===== src/rtl/param_mem_pkg.sv =====
// Shared constants, response record and credit helper for param_mem.
package param_mem_pkg;

  localparam int DEF_DATA_W = 8;
  localparam int DEF_ADDR_W = 4;
  localparam int DEF_DEPTH  = 16;
  localparam int DEF_RD_LAT = 1;

  // Response record at the default width; the top re-declares it at DATA_W.
  typedef struct packed {
    logic [DEF_DATA_W-1:0] rdata;
    logic                  err;
  } rsp_t;

  // One queue slot per pipeline stage plus one, so reads never stall
  // while the consumer keeps rsp_ready high.
  function automatic int rsp_depth(input int rd_lat);
    return rd_lat + 1;
  endfunction

endpackage


===== src/rtl/param_mem_rsp_fifo.sv =====
// Small first-word-fall-through queue holding read responses.
module param_mem_rsp_fifo
  import param_mem_pkg::*;
#(
  parameter type T     = rsp_t,
  parameter int  DEPTH = 2
) (
  input  logic                       clk,
  input  logic                       reset,
  input  logic                       i_push,
  input  T                           i_data,
  input  logic                       i_pop,
  output T                           o_data,
  output logic [$clog2(DEPTH+1)-1:0] o_count
);

  localparam int PTR_W = (DEPTH > 1) ? $clog2(DEPTH) : 1;
  localparam int CNT_W = $clog2(DEPTH + 1);
  localparam logic [PTR_W-1:0] LAST = PTR_W'(DEPTH - 1);
  localparam logic [CNT_W-1:0] FULL = CNT_W'(DEPTH);

  T                 r_mem [DEPTH];
  logic [PTR_W-1:0] r_wp;
  logic [PTR_W-1:0] r_rp;
  logic [CNT_W-1:0] r_cnt;
  logic             w_push;
  logic             w_pop;

  assign w_pop  = i_pop && (r_cnt != '0);
  assign w_push = i_push && (w_pop || (r_cnt != FULL));
  assign o_data  = r_mem[r_rp];
  assign o_count = r_cnt;

  // Storage: written on push, never reset.
  always_ff @(posedge clk) begin
    if (w_push) r_mem[r_wp] <= i_data;
  end

  // Pointers and occupancy; push and pop together leave the count unchanged.
  always_ff @(posedge clk) begin
    if (reset) begin
      r_wp  <= '0;
      r_rp  <= '0;
      r_cnt <= '0;
    end else begin
      if (w_push) r_wp <= (r_wp == LAST) ? '0 : r_wp + PTR_W'(1);
      if (w_pop)  r_rp <= (r_rp == LAST) ? '0 : r_rp + PTR_W'(1);
      case ({w_push, w_pop})
        2'b10:   r_cnt <= r_cnt + CNT_W'(1);
        2'b01:   r_cnt <= r_cnt - CNT_W'(1);
        default: r_cnt <= r_cnt;
      endcase
    end
  end

endmodule


===== src/rtl/param_mem.sv =====
// Single-port scratchpad with byte-lane writes, RD_LAT read pipeline and
// a credit-limited response queue.
module param_mem
  import param_mem_pkg::*;
#(
  parameter int                DATA_W   = DEF_DATA_W,
  parameter int                ADDR_W   = DEF_ADDR_W,
  parameter int                DEPTH    = DEF_DEPTH,
  parameter int                RD_LAT   = DEF_RD_LAT,
  parameter logic [DATA_W-1:0] INIT_VAL = '1
) (
  input  logic                clk,
  input  logic                reset,
  input  logic                req_valid,
  output logic                req_ready,
  input  logic                req_we,
  input  logic [ADDR_W-1:0]   req_addr,
  input  logic [DATA_W-1:0]   req_wdata,
  input  logic [DATA_W/8-1:0] req_be,
  output logic                rsp_valid,
  input  logic                rsp_ready,
  output logic [DATA_W-1:0]   rsp_rdata,
  output logic                rsp_err
);

  localparam int BE_W      = DATA_W / 8;
  localparam int RSP_DEPTH = rsp_depth(RD_LAT);
  localparam int CNT_W     = $clog2(RSP_DEPTH + 1);
  localparam logic [CNT_W-1:0]  CREDITS   = CNT_W'(RSP_DEPTH);
  localparam logic [ADDR_W:0]   DEPTH_LIM = (ADDR_W+1)'(DEPTH);

  typedef struct packed {
    logic [DATA_W-1:0] rdata;
    logic              err;
  } rsp_w_t;

  logic [DATA_W-1:0] r_mem [DEPTH] = '{default: INIT_VAL};

  logic              w_in_range;
  logic              w_acc;
  logic              w_wr;
  logic              w_rd;
  rsp_w_t            w_rd_rsp;
  logic [RD_LAT-1:0] r_pv;
  rsp_w_t            r_pd [RD_LAT];
  logic              w_pipe_v;
  rsp_w_t            w_pipe_d;
  logic [CNT_W-1:0]  r_out;
  logic [CNT_W-1:0]  w_fifo_cnt;
  rsp_w_t            w_fifo_d;
  logic              w_fifo_nempty;
  logic              w_push;
  logic              w_pop;
  logic              w_rsp_fire;

  // Credit gate depends only on registered state and reset.
  assign req_ready  = !reset && (r_out < CREDITS);
  assign w_in_range = ({1'b0, req_addr} < DEPTH_LIM);
  assign w_acc      = req_valid && req_ready;
  assign w_wr       = w_acc && req_we && w_in_range;
  assign w_rd       = w_acc && !req_we;

  // Byte-lane write into the array; out-of-range writes are dropped.
  always_ff @(posedge clk) begin
    if (w_wr) begin
      for (int unsigned b = 0; b < BE_W; b++) begin
        if (req_be[b]) r_mem[req_addr][b*8 +: 8] <= req_wdata[b*8 +: 8];
      end
    end
  end

  // Read data as sampled at the accept edge; out-of-range reads return zero.
  always_comb begin
    w_rd_rsp.rdata = '0;
    w_rd_rsp.err   = 1'b1;
    if (w_in_range) begin
      w_rd_rsp.rdata = r_mem[req_addr];
      w_rd_rsp.err   = 1'b0;
    end
  end

  // Valid shift pipeline, cleared by reset so in-flight reads are dropped.
  always_ff @(posedge clk) begin
    if (reset) begin
      r_pv <= '0;
    end else begin
      for (int s = RD_LAT - 1; s > 0; s--) r_pv[s] <= r_pv[s-1];
      r_pv[0] <= w_rd;
    end
  end

  // Data shift pipeline; qualified by r_pv so it needs no reset.
  always_ff @(posedge clk) begin
    for (int s = RD_LAT - 1; s > 0; s--) r_pd[s] <= r_pd[s-1];
    r_pd[0] <= w_rd_rsp;
  end

  assign w_pipe_v = r_pv[RD_LAT-1];
  assign w_pipe_d = r_pd[RD_LAT-1];

  // The last pipeline stage bypasses the queue when it is empty and the
  // consumer is ready; otherwise it is parked in the queue, which keeps
  // the presented response stable and gives exactly RD_LAT latency.
  assign w_fifo_nempty = (w_fifo_cnt != '0);
  assign w_pop         = w_fifo_nempty && rsp_ready;
  assign w_push        = w_pipe_v && !(!w_fifo_nempty && rsp_ready);

  param_mem_rsp_fifo #(
    .T     (rsp_w_t),
    .DEPTH (RSP_DEPTH)
  ) u_rsp_fifo (
    .clk     (clk),
    .reset   (reset),
    .i_push  (w_push),
    .i_data  (w_pipe_d),
    .i_pop   (w_pop),
    .o_data  (w_fifo_d),
    .o_count (w_fifo_cnt)
  );

  assign rsp_valid  = w_pipe_v || w_fifo_nempty;
  assign w_rsp_fire = rsp_valid && rsp_ready;

  // Response mux: queue head has priority, zero when nothing is presented.
  always_comb begin
    rsp_rdata = '0;
    rsp_err   = 1'b0;
    if (w_fifo_nempty) begin
      rsp_rdata = w_fifo_d.rdata;
      rsp_err   = w_fifo_d.err;
    end else if (w_pipe_v) begin
      rsp_rdata = w_pipe_d.rdata;
      rsp_err   = w_pipe_d.err;
    end
  end

  // Outstanding reads: accepted but not yet handed to the consumer.
  always_ff @(posedge clk) begin
    if (reset) begin
      r_out <= '0;
    end else begin
      case ({w_rd, w_rsp_fire})
        2'b10:   r_out <= r_out + CNT_W'(1);
        2'b01:   r_out <= r_out - CNT_W'(1);
        default: r_out <= r_out;
      endcase
    end
  end

endmodule


===== config.mk =====
export PLATFORM = sky130hd
export DESIGN_NAME = param_mem
export DESIGN_NICKNAME = d
export VERILOG_FILES = /design/src/rtl/param_mem_pkg.sv /design/src/rtl/param_mem_rsp_fifo.sv /design/src/rtl/param_mem.sv
export SDC_FILE = /design/constraint.sdc
export NUM_CORES = 1
export LEC_CHECK = 0
export ABC_AREA = 1
export CAP_MARGIN = 30
export CORE_MARGIN = 2
export CORE_UTILIZATION = 55
export CTS_CLUSTER_SIZE = 24
export DETAILED_ROUTE_END_ITERATION = 8
export PLACE_DENSITY = 0.73
export RECOVER_POWER = 50
export SYNTH_ARGS = -nofsm -noshare
export SYNTH_HDL_FRONTEND = slang
export SYNTH_SLANG_ARGS = --single-unit

===== constraint.sdc =====
create_clock -name clk -period 1.8 [get_ports clk]
set_input_delay 0.27 -clock clk [delete_from_list [all_inputs] [get_ports clk]]
set_output_delay 0.27 -clock clk [all_outputs]
set_load 0.05 [all_outputs]

### Yosys cells after proc, flatten, opt, wreduce, memory -nomap -nowiden

Memories as Yosys holds them, arrays and structs flattened. A register that Yosys moved wholly into a read port is not among the register bits.
Index checks and enable logic that the tools add are counted.

| cells by class | value |
|---|---|
| mux-type cells | 15 |
| $add $sub $neg | 6 |
| equality and inequality tests | 5 |
| magnitude comparators | 1 |
| reductions and logical operators | 19 |

Operator list:

| operator | count |
|---|---|
| 8-bit two-way mux | 2 |
| 1-bit two-way mux | 11 |
| 1-bit logical AND | 10 |
| 2-bit case mux with 2 select lines | 2 |
| 2-bit nonzero test | 3 |
| 2-bit by 1-bit adder with 2-bit output, second input constant | 2 |
| 2-bit by 1-bit equality test with 1-bit output, second input constant | 2 |
| 2-bit equality test, second input constant | 2 |
| 1-bit logical NOT | 4 |
| 2-bit by 1-bit subtractor with 2-bit output, second input constant | 2 |
| 1-bit adder, second input constant | 2 |
| 1-bit logical OR | 2 |
| 2-bit < comparator, second input constant | 1 |
| 2-bit inequality test, second input constant | 1 |

| word-level totals | value |
|---|---|
| flip-flop bits (word level) | 7 |
| bits in writable memories | 154 |
| logic and storage cells | 54 |
| output and inout bits | 11 |
| input port bits | 18 |
| memories | 3 |

Memories:

| name | depth | width | read ports | clocked after Yosys merged registers in | write ports | RTL line | RTL |
|---|---|---|---|---|---|---|---|
| r_mem | 16 | 8 | 1 | 0 | 1 | param_mem.sv:37 | `logic [DATA_W-1:0] r_mem [DEPTH] = '{default: INIT_VAL};` |
| u_rsp_fifo.r_mem | 2 | 9 | 1 | 1 | 1 | param_mem_rsp_fifo.sv:22 | `T r_mem [DEPTH];` |
| r_pd | 1 | 8 | 1 | 0 | 1 | param_mem.sv:45 | `rsp_w_t r_pd [RD_LAT];` |

### Depth between registers and ports, before layout

Gate-level depths: netlist of run 1.

| depth | value |
|---|---|
| depth after elaboration | 8 |
| depth in mapped cells | 11 |

### Cells and area by module

Synthesis of run 1 repeated with hierarchy kept, for this count alone.

| unflattened totals | value |
|---|---|
| cells, all modules | 670 |
| area, all modules | 6784.0 µm² |

Modules (own cells, without submodules):

| module | area an instance (µm²) | instances | cells each |
|---|---|---|---|
| param_mem | 5881.9 | 1 | 604 |
| param_mem_rsp_fifo | 902.1 | 1 | 66 |

### Worst setup path after synthesis of run 1

Ideal clock, no wire load.

| timing | value |
|---|---|
| path kind | register to register |
| from | register r_out[1] |
| to | memory r_mem[10][0] (netlist name), enable pin |
| arrival | 1894 ps |
| path slack | -464 ps |
| cell stages (with the launch flop) | 6 |
| period minus slack after synthesis | 2264 ps |
| buffers on the path | 0 |
| cells stage by stage | dfxtp_1 nor2_1 nand2_1 nor2_1 nand3_1 nor2_1 |

| on the way | value |
|---|---|
| word-level cells in the longest chain between the ends | 6 |

Ends and longest elaborated chain:

| item | RTL line | RTL |
|---|---|---|
| from (decl) | param_mem.sv:48 | `logic [CNT_W-1:0] r_out;` |
| from (signal assigned) | param_mem.sv:143 | `2'b10: r_out <= r_out + CNT_W'(1);` |
| from (signal assigned) | param_mem.sv:144 | `2'b01: r_out <= r_out - CNT_W'(1);` |
| from (signal assigned) | param_mem.sv:145 | `default: r_out <= r_out;` |
| 2-bit < comparator | param_mem.sv:57 | `assign req_ready = !reset && (r_out < CREDITS);` |
| 1-bit logical AND | param_mem.sv:57 |  |
| net req_ready | param_mem.sv:15 | `output logic req_ready,` |
| 1-bit logical AND | param_mem.sv:59 | `assign w_acc = req_valid && req_ready;` |
| 1-bit logical AND | param_mem.sv:60 | `assign w_wr = w_acc && req_we && w_in_range;` |
| 1-bit two-way mux | param_mem.sv:65 | `if (w_wr) begin` |
| 1-bit two-way mux (not written as such) | param_mem.sv:67 | `if (req_be[b]) r_mem[req_addr][b*8 +: 8] <= req_wdata[b*8 +: 8];` |
| to (decl) | param_mem.sv:37 |  |

The timed path passes the listed nets, and every way through them passes these cells.

### Final worst setup path of run 1

| timing | value |
|---|---|
| from | register u_rsp_fifo.r_cnt[1] (netlist: u_rsp_fifo.o_count[1]) |
| to | output rsp_rdata[4] |

| on the way | value |
|---|---|
| word-level cells in the longest chain between the ends | 2 |

Ends and longest elaborated chain:

| item | RTL line | RTL |
|---|---|---|
| from (decl) | param_mem_rsp_fifo.sv:25 | `logic [CNT_W-1:0] r_cnt;` |
| from (signal assigned) | param_mem_rsp_fifo.sv:49 | `2'b10: r_cnt <= r_cnt + CNT_W'(1);` |
| from (signal assigned) | param_mem_rsp_fifo.sv:50 | `2'b01: r_cnt <= r_cnt - CNT_W'(1);` |
| from (signal assigned) | param_mem_rsp_fifo.sv:51 | `default: r_cnt <= r_cnt;` |
| 2-bit nonzero test | param_mem.sv:104 | `assign w_fifo_nempty = (w_fifo_cnt != '0);` |
| 8-bit two-way mux | param_mem.sv:128 | `if (w_fifo_nempty) begin` |
| to (decl) | param_mem.sv:22 | `output logic [DATA_W-1:0] rsp_rdata,` |

No other way between the ends.

==> flow_summary.json, run 1 <==
{
  "r2r_start": "r_out[1]",
  "min_period_ns": 1.72,
  "place_congestion": 0.949,
  "drive_gt1_frac": 0.150,
  "synth-simple-area-share": 0.237,
  "drt_iter0_drc": 479,
  "synth-seq-cells": 160,
  "worstPathRequired_ns": 1.53,
  "cts_buffers": 17,
  "critPathLaunchType": "flip-flop",
  "regArea_um2": 4660,
  "grt.overflow.total": 0,
  "synth_cell_types": 20,
  "htree_levels": 4,
  "pre_cts_ws_ns": -0.165,
  "clk_latency_ns": 0.42,
  "first_global_vias": 4568,
  "hold_ws_ns": 0.433,
  "synth_warnings": 0,
  "utilization": 0.681,
  "yosysTopAreaCellShare": 0.652,
  "synth.area.mux_share": 0,
  "syn_inst": 657,
  "path_clk_slew_ns": 0.06,
  "core-area_um2": 11900,
  "setup_viol": 0,
  "outcome": "finished, final reports clean",
  "synth_compound_area_frac": 0.0189,
  "leakage_uw": 0.00337,
  "final_cell_mix": "nand2_1 (357), edfxtp_1 (144), buf_4 (37), inv_1 (26), nor2_1 (21)",
  "rows": 40,
  "crit_start": "u_rsp_fifo.o_count[1]",
  "synth.area.top_cells": "edfxtp_1 (65%), nand2_1 (20%), dfxtp_1 (4.8%)",
  "syn_area_per_cell_um2": 10.1,
  "cp_max_fo": 9,
  "netlist_area_um2": 6630,
  "layout.nets": 748,
  "grt.total_usage": 0.239,
  "setup_ws_ns": 0.0799,
  "diodes": 0,
  "io-pin-count": 29,
  "peakVddDrop_mv": 0.847,
  "cellPowerDensity_nw_per_um2": 1050,
  "synth_xor_area_frac": 0.00264,
  "cts.sink_count": 160,
  "port_buffers": 27,
  "arrival_ns": 1.45,
  "area_growth_pct": 22.4,
  "antenna_found_initial": 0,
  "ant_nets": 0,
  "crit_end": "rsp_rdata[4]",
  "maxSlewHeadroom": 0.314,
  "seq_area_frac_synth": 0.701,
  "cts_root_buffer": "clkbuf_16",
  "skew_ns": 0.00729,
  "period_share": 0.956,
  "vias": 4676,
  "cts_hold_buf": 0,
  "tightest_slew_ns": 1.03,
  "dp_cells": 857,
  "instances_no_fill": 889,
  "multi_input_area_um2": 1810,
  "initial_utilization": 0.557,
  "die-width_um": 114,
  "viasPerCell": 5.26,
  "drc": 0,
  "hpwl_mm": 9.43,
  "die-area_um2": 12900,
  "r2r_setup_slack_ns": 0.13,
  "drt_wl_total_mm": 14.6,
  "report.final.slew_viol_count": 0,
  "r2r_cells": 8,
  "fill_cells": 850,
  "cts_tree": "yes",
  "dieHeight_um": 114,
  "max_freq_mhz": 581,
  "routedWlPerCell_um": 16.4,
  "clk_path_buf_depth": 2,
  "final_common_cell": "nand2_1",
  "grt_pass1_wl_mm": 22.9,
  "synth_top_family_by_area": "simple AND/OR/NAND/NOR gates",
  "yosysTopAreaCell": "edfxtp_1",
  "timing.rr.end": "r_mem[12][0]",
  "hold_viol": 0,
  "first_pass_iters": 5,
  "cp-end-kind": "output port",
  "synth_nets": 676,
  "synthAdderAreaFrac": 0.00189,
  "worstHoldPathType": "in2reg",
  "path_class": "reg2out",
  "grt_max_degree": 49,
  "drv_cap": 0
}
-- flip-flops by register name, indices dropped and copies added (netlist names), named ones only --
| signal | count |
|---|---|
| r_pv | 1 |
| u_rsp_fifo.o_count | 2 |
| u_rsp_fifo.r_wp | 1 |
| r_pd | 8 |
| r_mem | 128 |
| u_rsp_fifo.r_mem | 16 |
| u_rsp_fifo.r_rp | 1 |
| r_out | 2 |
-- layer usage --
| metal | global-route usage | part of all wire |
|---|---|---|
| met1 | 0.317 | 0.42 |
| met2 | 0.388 | 0.49 |
| met3 | 0.0563 | 0.071 |
| met4 | 0.0911 | 0.018 |
| met5 | 0 | 0 |
-- worst min-delay path by stage --
stage                     slack [ns]                endpoint  cells past startpoint  startpoint
final                           0.43                    r_pv                      2      req_we
after global routing            0.45                    r_pv                      2      req_we
after CTS                       0.41                    r_pv                      2      req_we
after detailed placement        0.45  u_rsp_fifo.r_mem[1][8]                      0  r_pd[0][7]
after global placement          0.44  u_rsp_fifo.r_mem[1][8]                      0  r_pd[0][7]
after floorplan                 0.34   u_rsp_fifo.o_count[0]                      1       reset
-- what timing repair did --
action | in CTS | in global routing
endpoints found under the setup margin | 8 | 8
buffers inserted | 0 | 0
pin swaps | 2 | 2
resized for setup | 7 | 17
-- cell type report --
type	instances	share of cell area
Multi-Input combinational cell	441	0.223
Inverter	31	0.0148
Sequential cell	160	0.574
Timing Repair Buffer	78	0.0896
Clock inverter	12	0.0228
Tap cell	147	0.0227
Clock buffer	20	0.0538
-- cells by family after synthesis --
logic type	count (synthesis)
compound gates	24
fa+ha+maj	1
other cells	1
xor+xnor	2
buf+inv	56
flops	160
simple gates	413
-- worst max-delay path, cell delays in order (launching register included) --
cell and delay (ns):
dfxtp_4 0.36, nor2_4 0.14, buf_6 0.15, nand3_1 0.12, o21ai_2 0.11, buf_12 0.15
-- power breakdown --
group          leakage, uW  internal, uW  total (uW)  switching [uW]
clock network     0.000287          2330        3750            1420
registers          0.00143          4090        4120            29.4
logic              0.00165           208         609             401
-- synthesized netlist by cell type, drive strengths merged --
cell type / n
nand2: 358
edfxtp: 144
nor2: 38
inv: 30
buf: 21
o21ai: 17
dfxtp: 16
nand3: 15
a21oi: 5
clkbuf: 4
o31ai: 2
xor2: 2
and2: 1
clkinv: 1
conb: 1
ha: 1
nand4: 1
-- through the flow --
stage	power [uW]	TNS [ns]	area [um2]
floorplan	4520	0	6680
CTS	8540	0	8120
detailed placement	4810	-17.90	7490
global route	8750	-0.00113	8120
global placement	4800	-17.78	7490
finish	8480	0	8120
Note: power is estimated with default switching activity, not from simulation.
==> run 2: changes to the inputs <==
--- a/constraint.sdc
+++ b/constraint.sdc
@@ -3,2 +3,2 @@
 set_output_delay 0.27 -clock clk [all_outputs]
-set_load 0.05 [all_outputs]
+set_load 0.02 [all_outputs]
==> run 2 against run 1 <==
Effect of this change:
- critical path depth unchanged
- via count shrank 0.62%
- combinational power down 18%
- clock-buffer cell count unchanged
- sequential share of layout area grew 2.5 points
- non-clock buffer count fell by 4
- setup slack improved by 0.017 ns
==> flow_summary.json, run 2 (same netlist as run 1, synthesis figures left out) <==
{
  "outcome": "finished, final reports clean",
  "maxSlewHeadroom": 0.316,
  "routedWlPerCell_um": 16.2,
  "p_sw_frac": 0.217,
  "die-area_um2": 12900,
  "largest-register": "r_mem",
  "clk_path_buf_depth": 2,
  "pre_cts_ws_ns": -0.304,
  "hold_start": "req_we",
  "drt_wl_total_mm": 14.3,
  "report.final.slew_viol_count": 0,
  "io-pin-count": 29,
  "cp_max_fo": 9,
  "hold_viol": 0,
  "leakage_uw": 0.00327,
  "drt_iter0_drc": 506,
  "r2r_start": "r_out[1]",
  "path_class": "reg2out",
  "r2r_setup_slack_ns": 0.13,
  "first_pass_iters": 5,
  "place_congestion": 0.891,
  "holdPathStages": 2,
  "ant_nets": 0,
  "dieHeight_um": 114,
  "cts_buffers": 17,
  "clk_latency_ns": 0.42,
  "antenna_found_initial": 0,
  "power_frac_clock": 0.410,
  "cts_root_buffer": "clkbuf_16",
  "drive_gt1_frac": 0.110,
  "period_share": 0.946,
  "area_growth_pct": 17.3,
  "arrival_ns": 1.43,
  "grt.total_usage": 0.239,
  "grt_max_degree": 34,
  "p_seq_frac": 0.527,
  "place_area_um2": 7300,
  "cts.sink_count": 160,
  "tightest_slew_ns": 1.03,
  "rows": 40,
  "r2r_cells": 7,
  "cts_tree": "yes",
  "critPathLaunchType": "flip-flop",
  "grt_pass1_wl_mm": 22.6,
  "fill_cells": 925,
  "worstHoldPathType": "in2reg",
  "setup_viol": 0,
  "hpwl_mm": 9.44,
  "p_int_uw": 6130,
  "reg_top3": "r_mem: 128 flops, u_rsp_fifo.r_mem: 16 flops, r_pd: 8 flops",
  "core-area_um2": 11900,
  "vias": 4647,
  "drv_cap": 0,
  "switchingPower_uw": 1700,
  "port_buffers": 27,
  "min_period_ns": 1.70,
  "instances_no_fill": 885,
  "skew_ns": 0.00884,
  "setup_ws_ns": 0.0967,
  "max_freq_mhz": 587,
  "first_global_vias": 4643,
  "path_clk_slew_ns": 0.06,
  "timing.rr.end": "r_mem[9][2]",
  "dp_cells": 853,
  "drc": 0,
  "largest_reg_flops": 128,
  "grt_setup_unrepaired": "no",
  "initial_utilization": 0.557,
  "diodes": 0,
  "htree_levels": 4,
  "cellPowerDensity_nw_per_um2": 1010,
  "final_common_cell": "nand2_1",
  "worstPathRequired_ns": 1.53,
  "final_cell_mix": "nand2_1 (357), edfxtp_1 (144), nor2_1 (37), buf_4 (37), inv_1 (28)",
  "viasPerCell": 5.25,
  "peakVddDrop_mv": 0.802,
  "final_area_um2": 7770,
  "die-width_um": 114,
  "p_comb_frac": 0.064,
  "grt.overflow.total": 0,
  "whs_endpoint": "r_pv",
  "cp-end-kind": "output port",
  "layout.nets": 744
}
## run 2: cell count changes in the layout (fill, tap and decap cells not counted), sizes merged, moves of 2 or more
cell         change
buf              -4
inv              +2
clkbuf           -2
clkinvlp         -3
dlygate4sd2      +2
clkinv           +4
bufinv           -3
## run 2: per-stage QoR
| stage | util | setup TNS [ns] | power (uW) | hold slack [ns] |
|---|---|---|---|---|
| 4_1_cts | 0.654 | 0 | 7900 | 0.431 |
| 3_5_place_dp | 0.613 | -31.12 | 4720 | 0.449 |
| 3_3_place_gp | 0.613 | -30.10 | 4710 | 0.438 |
| 2_1_floorplan | - | -6.30 | 4480 | 0.339 |
| 6_report | 0.653 | 0 | 7840 | 0.440 |
| 5_1_grt | 0.653 | 0 | 8100 | 0.458 |
## run 2: per-layer routing
| metal | vias up | wire length [um] | track usage |
|---|---|---|---|
| li1 | 2262 | - | - |
| met5 | - | 0 | 0 |
| met1 | 2141 | 5870 | 0.299 |
| met3 | 36 | 1120 | 0.0638 |
| met4 | 0 | 331 | 0.0959 |
| met2 | 208 | 7020 | 0.399 |
## run 2: layout make-up
class | count | area, um2 | share of cell area
sequential | 160 | 4650 | 0.599
multi-input combinational | 441 | 1750 | 0.226
timing repair buffer | 74 | 538 | 0.0692
clock buffer | 20 | 437 | 0.0562
tap | 147 | 184 | 0.0237
inverter | 31 | 116 | 0.0150
clock inverter | 12 | 92.6 | 0.0119
## run 2: timing repair
item,in CTS,in global routing
gates resized for setup,48,8
endpoints found under the setup margin,10,81
setup buffers,0,0
hold buffers,0,0
## run 2: worst max path at each step
stage,startpoint,end,slack (ns)
2_1_floorplan,r_out[1],r_mem[10][0],-0.05
3_3_place_gp,reset,r_mem[3][5],-0.30
3_5_place_dp,reset,r_mem[15][7],-0.30
4_1_cts,u_rsp_fifo.o_count[1],rsp_rdata[6],0.007
5_1_grt,u_rsp_fifo.o_count[0],rsp_rdata[0],0.0002
6_report,u_rsp_fifo.o_count[1],rsp_rdata[4],0.1
## run 2: worst max-delay path: stages, from the launching register on
cell and delay, ns:
dfxtp_2 0.33, nor2_1 0.14, buf_4 0.18, nand3_1 0.08, o21ai_1 0.10, buf_2 0.19
## run 2: power by group through the flow
stage | Combinational, uW | Clock [uW] | Sequential (uW)
after floorplan | 286 | 0 | 4190
after global placement | 509 | 0 | 4200
after detailed placement | 518 | 0 | 4200
after CTS | 509 | 3270 | 4120
after global routing | 558 | 3420 | 4130
final | 499 | 3210 | 4130
